### config.mk
export PLATFORM = sky130hd
export DESIGN_NAME = layer_compositor
export DESIGN_NICKNAME = d
export VERILOG_FILES = /design/src/rtl/render_pkg.sv /design/src/rtl/prio_select.sv /design/src/rtl/layer_compositor.sv
export SDC_FILE = /design/constraint.sdc
export NUM_CORES = 1
export LEC_CHECK = 0
export ABC_AREA = 1
export CAP_MARGIN = 20
export CORE_UTILIZATION = 45
export CTS_BUF_LIST = sky130_fd_sc_hd__clkbuf_16
export DETAILED_ROUTE_END_ITERATION = 12
export DONT_BUFFER_PORTS = 1
export PLACE_DENSITY_LB_ADDON = 0.15
export SETUP_SLACK_MARGIN = 0.3
export SLEW_MARGIN = 20
export SYNTH_ARGS = -nofsm -noshare
export SYNTH_HDL_FRONTEND = slang
export SYNTH_HIERARCHICAL = 1
export SYNTH_SLANG_ARGS = --single-unit
export TNS_END_PERCENT = 50
### constraint.sdc
create_clock -name clk -period 2.4 [get_ports clk]
set_clock_uncertainty 0.1 [all_clocks]
set_input_delay 0.72 -clock clk [delete_from_list [all_inputs] [get_ports clk]]
set_output_delay 0.72 -clock clk [all_outputs]
set_load 0.02 [all_outputs]
### src/rtl/render_pkg.sv
// Shared rendering constants and helpers used by the sprite pipeline and compositor.
package render_pkg;

    localparam int RGB_W    = 12;
    localparam int H_ACTIVE = 640;
    localparam int V_ACTIVE = 480;
    localparam int COORD_W  = 10;

    // Bit offset of layer i inside a packed per-layer colour bus.
    function automatic int layer_slice(input int i);
        return i * RGB_W;
    endfunction

endpackage

### src/rtl/prio_select.sv
// Combinational highest-index-wins selector over a packed vector of N entries of W bits.
module prio_select #(
    parameter int N = 4,
    parameter int W = 12
) (
    input  logic [N-1:0]   valid,
    input  logic [N*W-1:0] data,
    output logic [W-1:0]   sel,
    output logic           found
);

    // Ascending scan so that a later (higher-index) valid entry overrides earlier ones.
    always_comb begin
        sel   = {W{1'b0}};
        found = 1'b0;
        for (int i = 0; i < N; i++) begin
            if (valid[i]) begin
                sel   = data[i*W +: W];
                found = 1'b1;
            end else begin
            end
        end
    end

endmodule

### src/rtl/layer_compositor.sv
// Two-stage layer compositor: priority merge of sprite layers over a background,
// with blink/enable masking and per-frame collision reporting for the top layer.
module layer_compositor
    import render_pkg::*;
#(
    parameter int                   LAYER_NUM  = 18,
    parameter int                   RGB_W      = render_pkg::RGB_W,
    parameter logic [LAYER_NUM-1:0] HIT_MASK   = {LAYER_NUM{1'b1}} >> 1,
    parameter logic [LAYER_NUM-1:0] BLINK_MASK = {LAYER_NUM{1'b0}},
    localparam int                  IDX_W      = (LAYER_NUM > 1) ? $clog2(LAYER_NUM) : 1
) (
    input  logic                       clk,
    input  logic                       rst,
    input  logic [COORD_W-1:0]         col,
    input  logic [COORD_W-1:0]         row,
    input  logic [RGB_W-1:0]           bg_rgb,
    input  logic [LAYER_NUM-1:0]       layer_hit,
    input  logic [LAYER_NUM*RGB_W-1:0] layer_rgb,
    input  logic [LAYER_NUM-1:0]       layer_en,
    input  logic                       blink,
    output logic [RGB_W-1:0]           rgb_out,
    output logic                       frame_hit,
    output logic [IDX_W-1:0]           hit_idx,
    output logic                       frame_done
);

    logic [LAYER_NUM-1:0]       v_s;
    logic                       coll_s;
    logic [IDX_W-1:0]           coll_idx_s;
    logic                       sof_s;

    logic [LAYER_NUM-1:0]       v_r;
    logic [LAYER_NUM*RGB_W-1:0] rgb_r;
    logic [RGB_W-1:0]           bg_r;
    logic                       coll_r;
    logic [IDX_W-1:0]           coll_idx_r;
    logic                       sof_r;

    logic [RGB_W-1:0]           sel_rgb_s;
    logic                       sel_found_s;
    logic [RGB_W-1:0]           pix_s;

    logic                       acc_hit_r;
    logic [IDX_W-1:0]           acc_idx_r;

    assign v_s   = layer_hit & layer_en & ~(BLINK_MASK & {LAYER_NUM{blink}});
    assign sof_s = (col == {COORD_W{1'b0}}) && (row == {COORD_W{1'b0}});

    // The top layer collides with the highest-index valid hazard layer below it.
    if (LAYER_NUM > 1) begin : g_coll
        localparam int HN = LAYER_NUM - 1;

        logic [HN-1:0]       hazard_s;
        logic [HN*IDX_W-1:0] idx_tab_s;
        logic [IDX_W-1:0]    haz_idx_s;
        logic                haz_found_s;

        assign hazard_s = v_s[HN-1:0] & HIT_MASK[HN-1:0];

        for (genvar g = 0; g < HN; g++) begin : g_tab
            assign idx_tab_s[g*IDX_W +: IDX_W] = IDX_W'(g);
        end

        prio_select #(
            .N (HN),
            .W (IDX_W)
        ) u_hazard_sel (
            .valid (hazard_s),
            .data  (idx_tab_s),
            .sel   (haz_idx_s),
            .found (haz_found_s)
        );

        assign coll_s     = v_s[HN] & haz_found_s;
        assign coll_idx_s = haz_idx_s;
    end else begin : g_no_coll
        assign coll_s     = 1'b0;
        assign coll_idx_s = {IDX_W{1'b0}};
    end

    // Stage 1: register masked valids, colours, collision result and frame-start flag.
    always_ff @(posedge clk) begin
        if (rst) begin
            v_r        <= {LAYER_NUM{1'b0}};
            rgb_r      <= {(LAYER_NUM*RGB_W){1'b0}};
            bg_r       <= {RGB_W{1'b0}};
            coll_r     <= 1'b0;
            coll_idx_r <= {IDX_W{1'b0}};
            sof_r      <= 1'b0;
        end else begin
            v_r        <= v_s;
            rgb_r      <= layer_rgb;
            bg_r       <= bg_rgb;
            coll_r     <= coll_s;
            coll_idx_r <= coll_idx_s;
            sof_r      <= sof_s;
        end
    end

    prio_select #(
        .N (LAYER_NUM),
        .W (RGB_W)
    ) u_color_sel (
        .valid (v_r),
        .data  (rgb_r),
        .sel   (sel_rgb_s),
        .found (sel_found_s)
    );

    // Background shows through wherever no layer is valid.
    always_comb begin
        pix_s = bg_r;
        if (sel_found_s) begin
            pix_s = sel_rgb_s;
        end else begin
            pix_s = bg_r;
        end
    end

    // Stage 2: output pixel, frame report and collision accumulator.
    // At frame start the accumulator restarts with the (0,0) pixel's own result.
    always_ff @(posedge clk) begin
        if (rst) begin
            rgb_out    <= {RGB_W{1'b0}};
            frame_hit  <= 1'b0;
            hit_idx    <= {IDX_W{1'b0}};
            frame_done <= 1'b0;
            acc_hit_r  <= 1'b0;
            acc_idx_r  <= {IDX_W{1'b0}};
        end else begin
            rgb_out <= pix_s;
            if (sof_r) begin
                frame_hit  <= acc_hit_r;
                hit_idx    <= acc_idx_r;
                frame_done <= 1'b1;
                acc_hit_r  <= coll_r;
                acc_idx_r  <= coll_r ? coll_idx_r : {IDX_W{1'b0}};
            end else begin
                frame_done <= 1'b0;
                if (coll_r && !acc_hit_r) begin
                    acc_hit_r <= 1'b1;
                    acc_idx_r <= coll_idx_r;
                end else begin
                    acc_hit_r <= acc_hit_r;
                    acc_idx_r <= acc_idx_r;
                end
            end
        end
    end

endmodule

==> run metrics <==
Die H=between 150 and 200 um; Lkg Pwr=between 6 and 7 nW; yosys warns=6; Die W=160.8 um; initial antenna violation count=1; Total Routing Usage GR=a little over a fifth; Setup WS post-layout=approximately 400 ps; Crit Path Max Fanout=12; Routed Antenna Nets=0; first-pass GRT wire length=between 40 and 50 mm; CP most frequent cell=nand2_1; Post-Syn Instances=approximately 1600; min cycle time layout=approximately 2000 ps; fin crit share=between 80 and 90%; CP Cell Sequence=inv_2 -> nand2_1 -> buf_4 -> a221oi_1 -> nand2_1 -> nand2_1 -> nand2_1 -> nand2_1 -> nand2_1 -> nor2_1 -> nor2_1; largest net degree at the start of global routing=~260; Post-Route Utilization=just over 50%; clk_lat worst skew=roughly 530 ps; WL final=between 20 and 30 mm; Ant. Diodes=0; sequential share of the synthesized area=49.01%; CTS tree=yes; Max-Cap Viols=0; Setup crit end kind=register; core area=24530 um^2; fmax=between 500 and 600 MHz; Power Density=around 800 nW/um^2; # port buffers=0; Worst setup SP type=register; DR DRC count=0; Detailed Routing Iterations Pass 1=5; placed cell area=between 10000 and 15000 um^2; via count=~9200; final net count=about 1900; Max-slew headroom=around three fifths; Slowest Stage Delay on Critical Path=around 430 ps; full die area=about 26000 um^2; Max Slew Vio Count=0; Initial Utilization=between 40% and 50%; CTS root buffer=clkbuf_16; TritonCTS Sinks=about 280; Netlist Area Pre-Place=between 10000 and 15000 um^2; FF+latch count, synth=between 200 and 300; Max Buffers Root-to-Sink=3; total CTS buffers=28; Avg Cell Area, Syn=7.218 um^2; RD Place Congestion=0.8359; endpoints failing setup=0; drt via density=roughly 4.6; RSZ-0062 raised after global routing=true; CTS H-Tree Depth=1; Starting DRT DRC Count=slightly above 500; pre-CTS setup slack=62.13 ps; Critical Path RT=2720 ps; critical path type=reg2reg; Final Hold Viols=0; Layout area overhead=11.76%; fill cell count=2493; Peak VDD IR=~0.00062 V; critical path arrival=about 2300 ps; Max stage delay cell, worst path=dfxtp_1; Netlist cell types=33; setup_tns=0 ps; global route overflow=0; Reg clk slew, reported paths=roughly 60 ps; drt wl/cell=approximately 14 um; vias in the first global route=roughly 8700; site row count=57; layout cell share with drive strength beyond 1=roughly 8.0%; IO Count=around 310; Tightest Pin Transition=between 500 and 600 ps; fin area=12690 um^2; status=finished, final reports clean; Detailed Place HPWL=roughly 21 mm; Hold WC Path Type=in2reg
[what timing repair did]
item,in CTS,in global routing
endpoints found under the hold margin,0,0
buffers inserted,1,1
gates resized for setup,1,20
hold buffers,0,0
pin swaps,1,0
gates cloned,0,2
endpoints found under the setup margin,12,12
[state kept, by name, summed over array words and instances, names as in the netlist]
| signal | cells |
|---|---|
| coll_idx_r | 5 |
| rgb_r | 216 |
| v_r | 18 |
| hit_idx | 5 |
| rgb_out | 12 |
| frame_done | 1 |
| bg_r | 12 |
| sof_r | 1 |
| frame_hit | 1 |
| acc_idx_r | 5 |
| coll_r | 1 |
| acc_hit_r | 1 |
[report_power, final]
part / switching (W) / total, W / internal, W
Combinational: 0.000616 / 0.000965 / 0.000349
Clock: 0.00175 / 0.00425 / 0.00250
Sequential: 0.000128 / 0.00500 / 0.00487
[layout by cell type, fill, tap and decap left out, drive strengths merged, types with 21 or more instances in the layout]
| cell type | count |
|---|---|
| o21ai | 40 |
| nor3 | 25 |
| clkbuf | 29 |
| buf | 21 |
| a221oi | 29 |
| dfxtp | 278 |
| nand3 | 35 |
| nand2 | 268 |
| inv | 310 |
| conb | 85 |
| a21oi | 71 |
| nor2 | 428 |
[critical path, delay by kind of cell, from the launching register on]
kind,cells,cell delay [ps]
compound gates,1,300
buf+inv,2,370
flops,1,430
simple gates,8,700
[cell families after synthesis]
family	synth area share (%)
AOI/OAI and AO/OA	8.815
buffers and inverters	15.01
DFF	49.01
other	0.06614
and+or+nand+nor	27.10
[per-stage QoR]
stage	power [W]	instances	hold WS, ps
final	0.01021	1993	183.0
after global routing	0.01066	1993	165.2
after CTS	0.01030	1990	161.6
after detailed placement	0.006048	1937	362.0
after global placement	0.006040	1937	340.3
after floorplan	0.005867	1656	330.3
[cell usage after synthesis, drive strengths merged]
library cell	number	area [um^2]
nor2	427	1683
inv	304	1151
dfxtp	278	5565
nand2	268	1023
a21oi	71	374.1
buf	56	489.2
o21ai	40	200.2
nand3	35	175.2
a221oi	29	254.0
nor3	25	125.1
o221a	10	112.6
a211oi	6	45.04
clkbuf	6	26.28
or2	6	37.54
clkinv	2	7.510
conb	2	7.510
nand4	2	12.51
nor4	2	12.51
o211ai	2	15.01
bufinv	1	30.03
nor3b	1	7.510
[worst paths after layout]
path / from / to / slack (ps) / cells past startpoint
hold / removal: rst / coll_idx_r[3]$_SDFF_PP0_ / 180 / 1
hold reg to reg: bg_r[3]$_SDFF_PP0_ / rgb_out[3]$_SDFF_PP0_ / 370 / 2
setup reg to reg: v_r[14]$_SDFF_PP0_ / rgb_out[3]$_SDFF_PP0_ / 400 / 11
setup / recovery: v_r[14]$_SDFF_PP0_ / rgb_out[3]$_SDFF_PP0_ / 400 / 11
[routing by layer]
metal / share of wire (%) / GRT usage, % / wire length (um)
met5: 0.046 / 0 / 13
met4: 1.9 / 5.403 / 551
met3: 5.5 / 3.951 / 1569
met2: 46 / 36.21 / 13100
met1: 46 / 28.23 / 13070
[final cells by class]
cell class | instances | area (um^2) | area share, %
Inverter | 307 | 1192 | 9.397
Clock inverter | 23 | 181.4 | 1.430
Clock buffer | 29 | 725.7 | 5.719
Tap cell | 324 | 405.4 | 3.195
Timing Repair inverter | 1 | 5.005 | 0.03944
Sequential cell | 278 | 5579 | 43.97
Timing Repair Buffer | 21 | 161.4 | 1.272
Multi-Input combinational cell | 1010 | 4439 | 34.98
No activity file was read; power rests on OpenSTA's default activity.
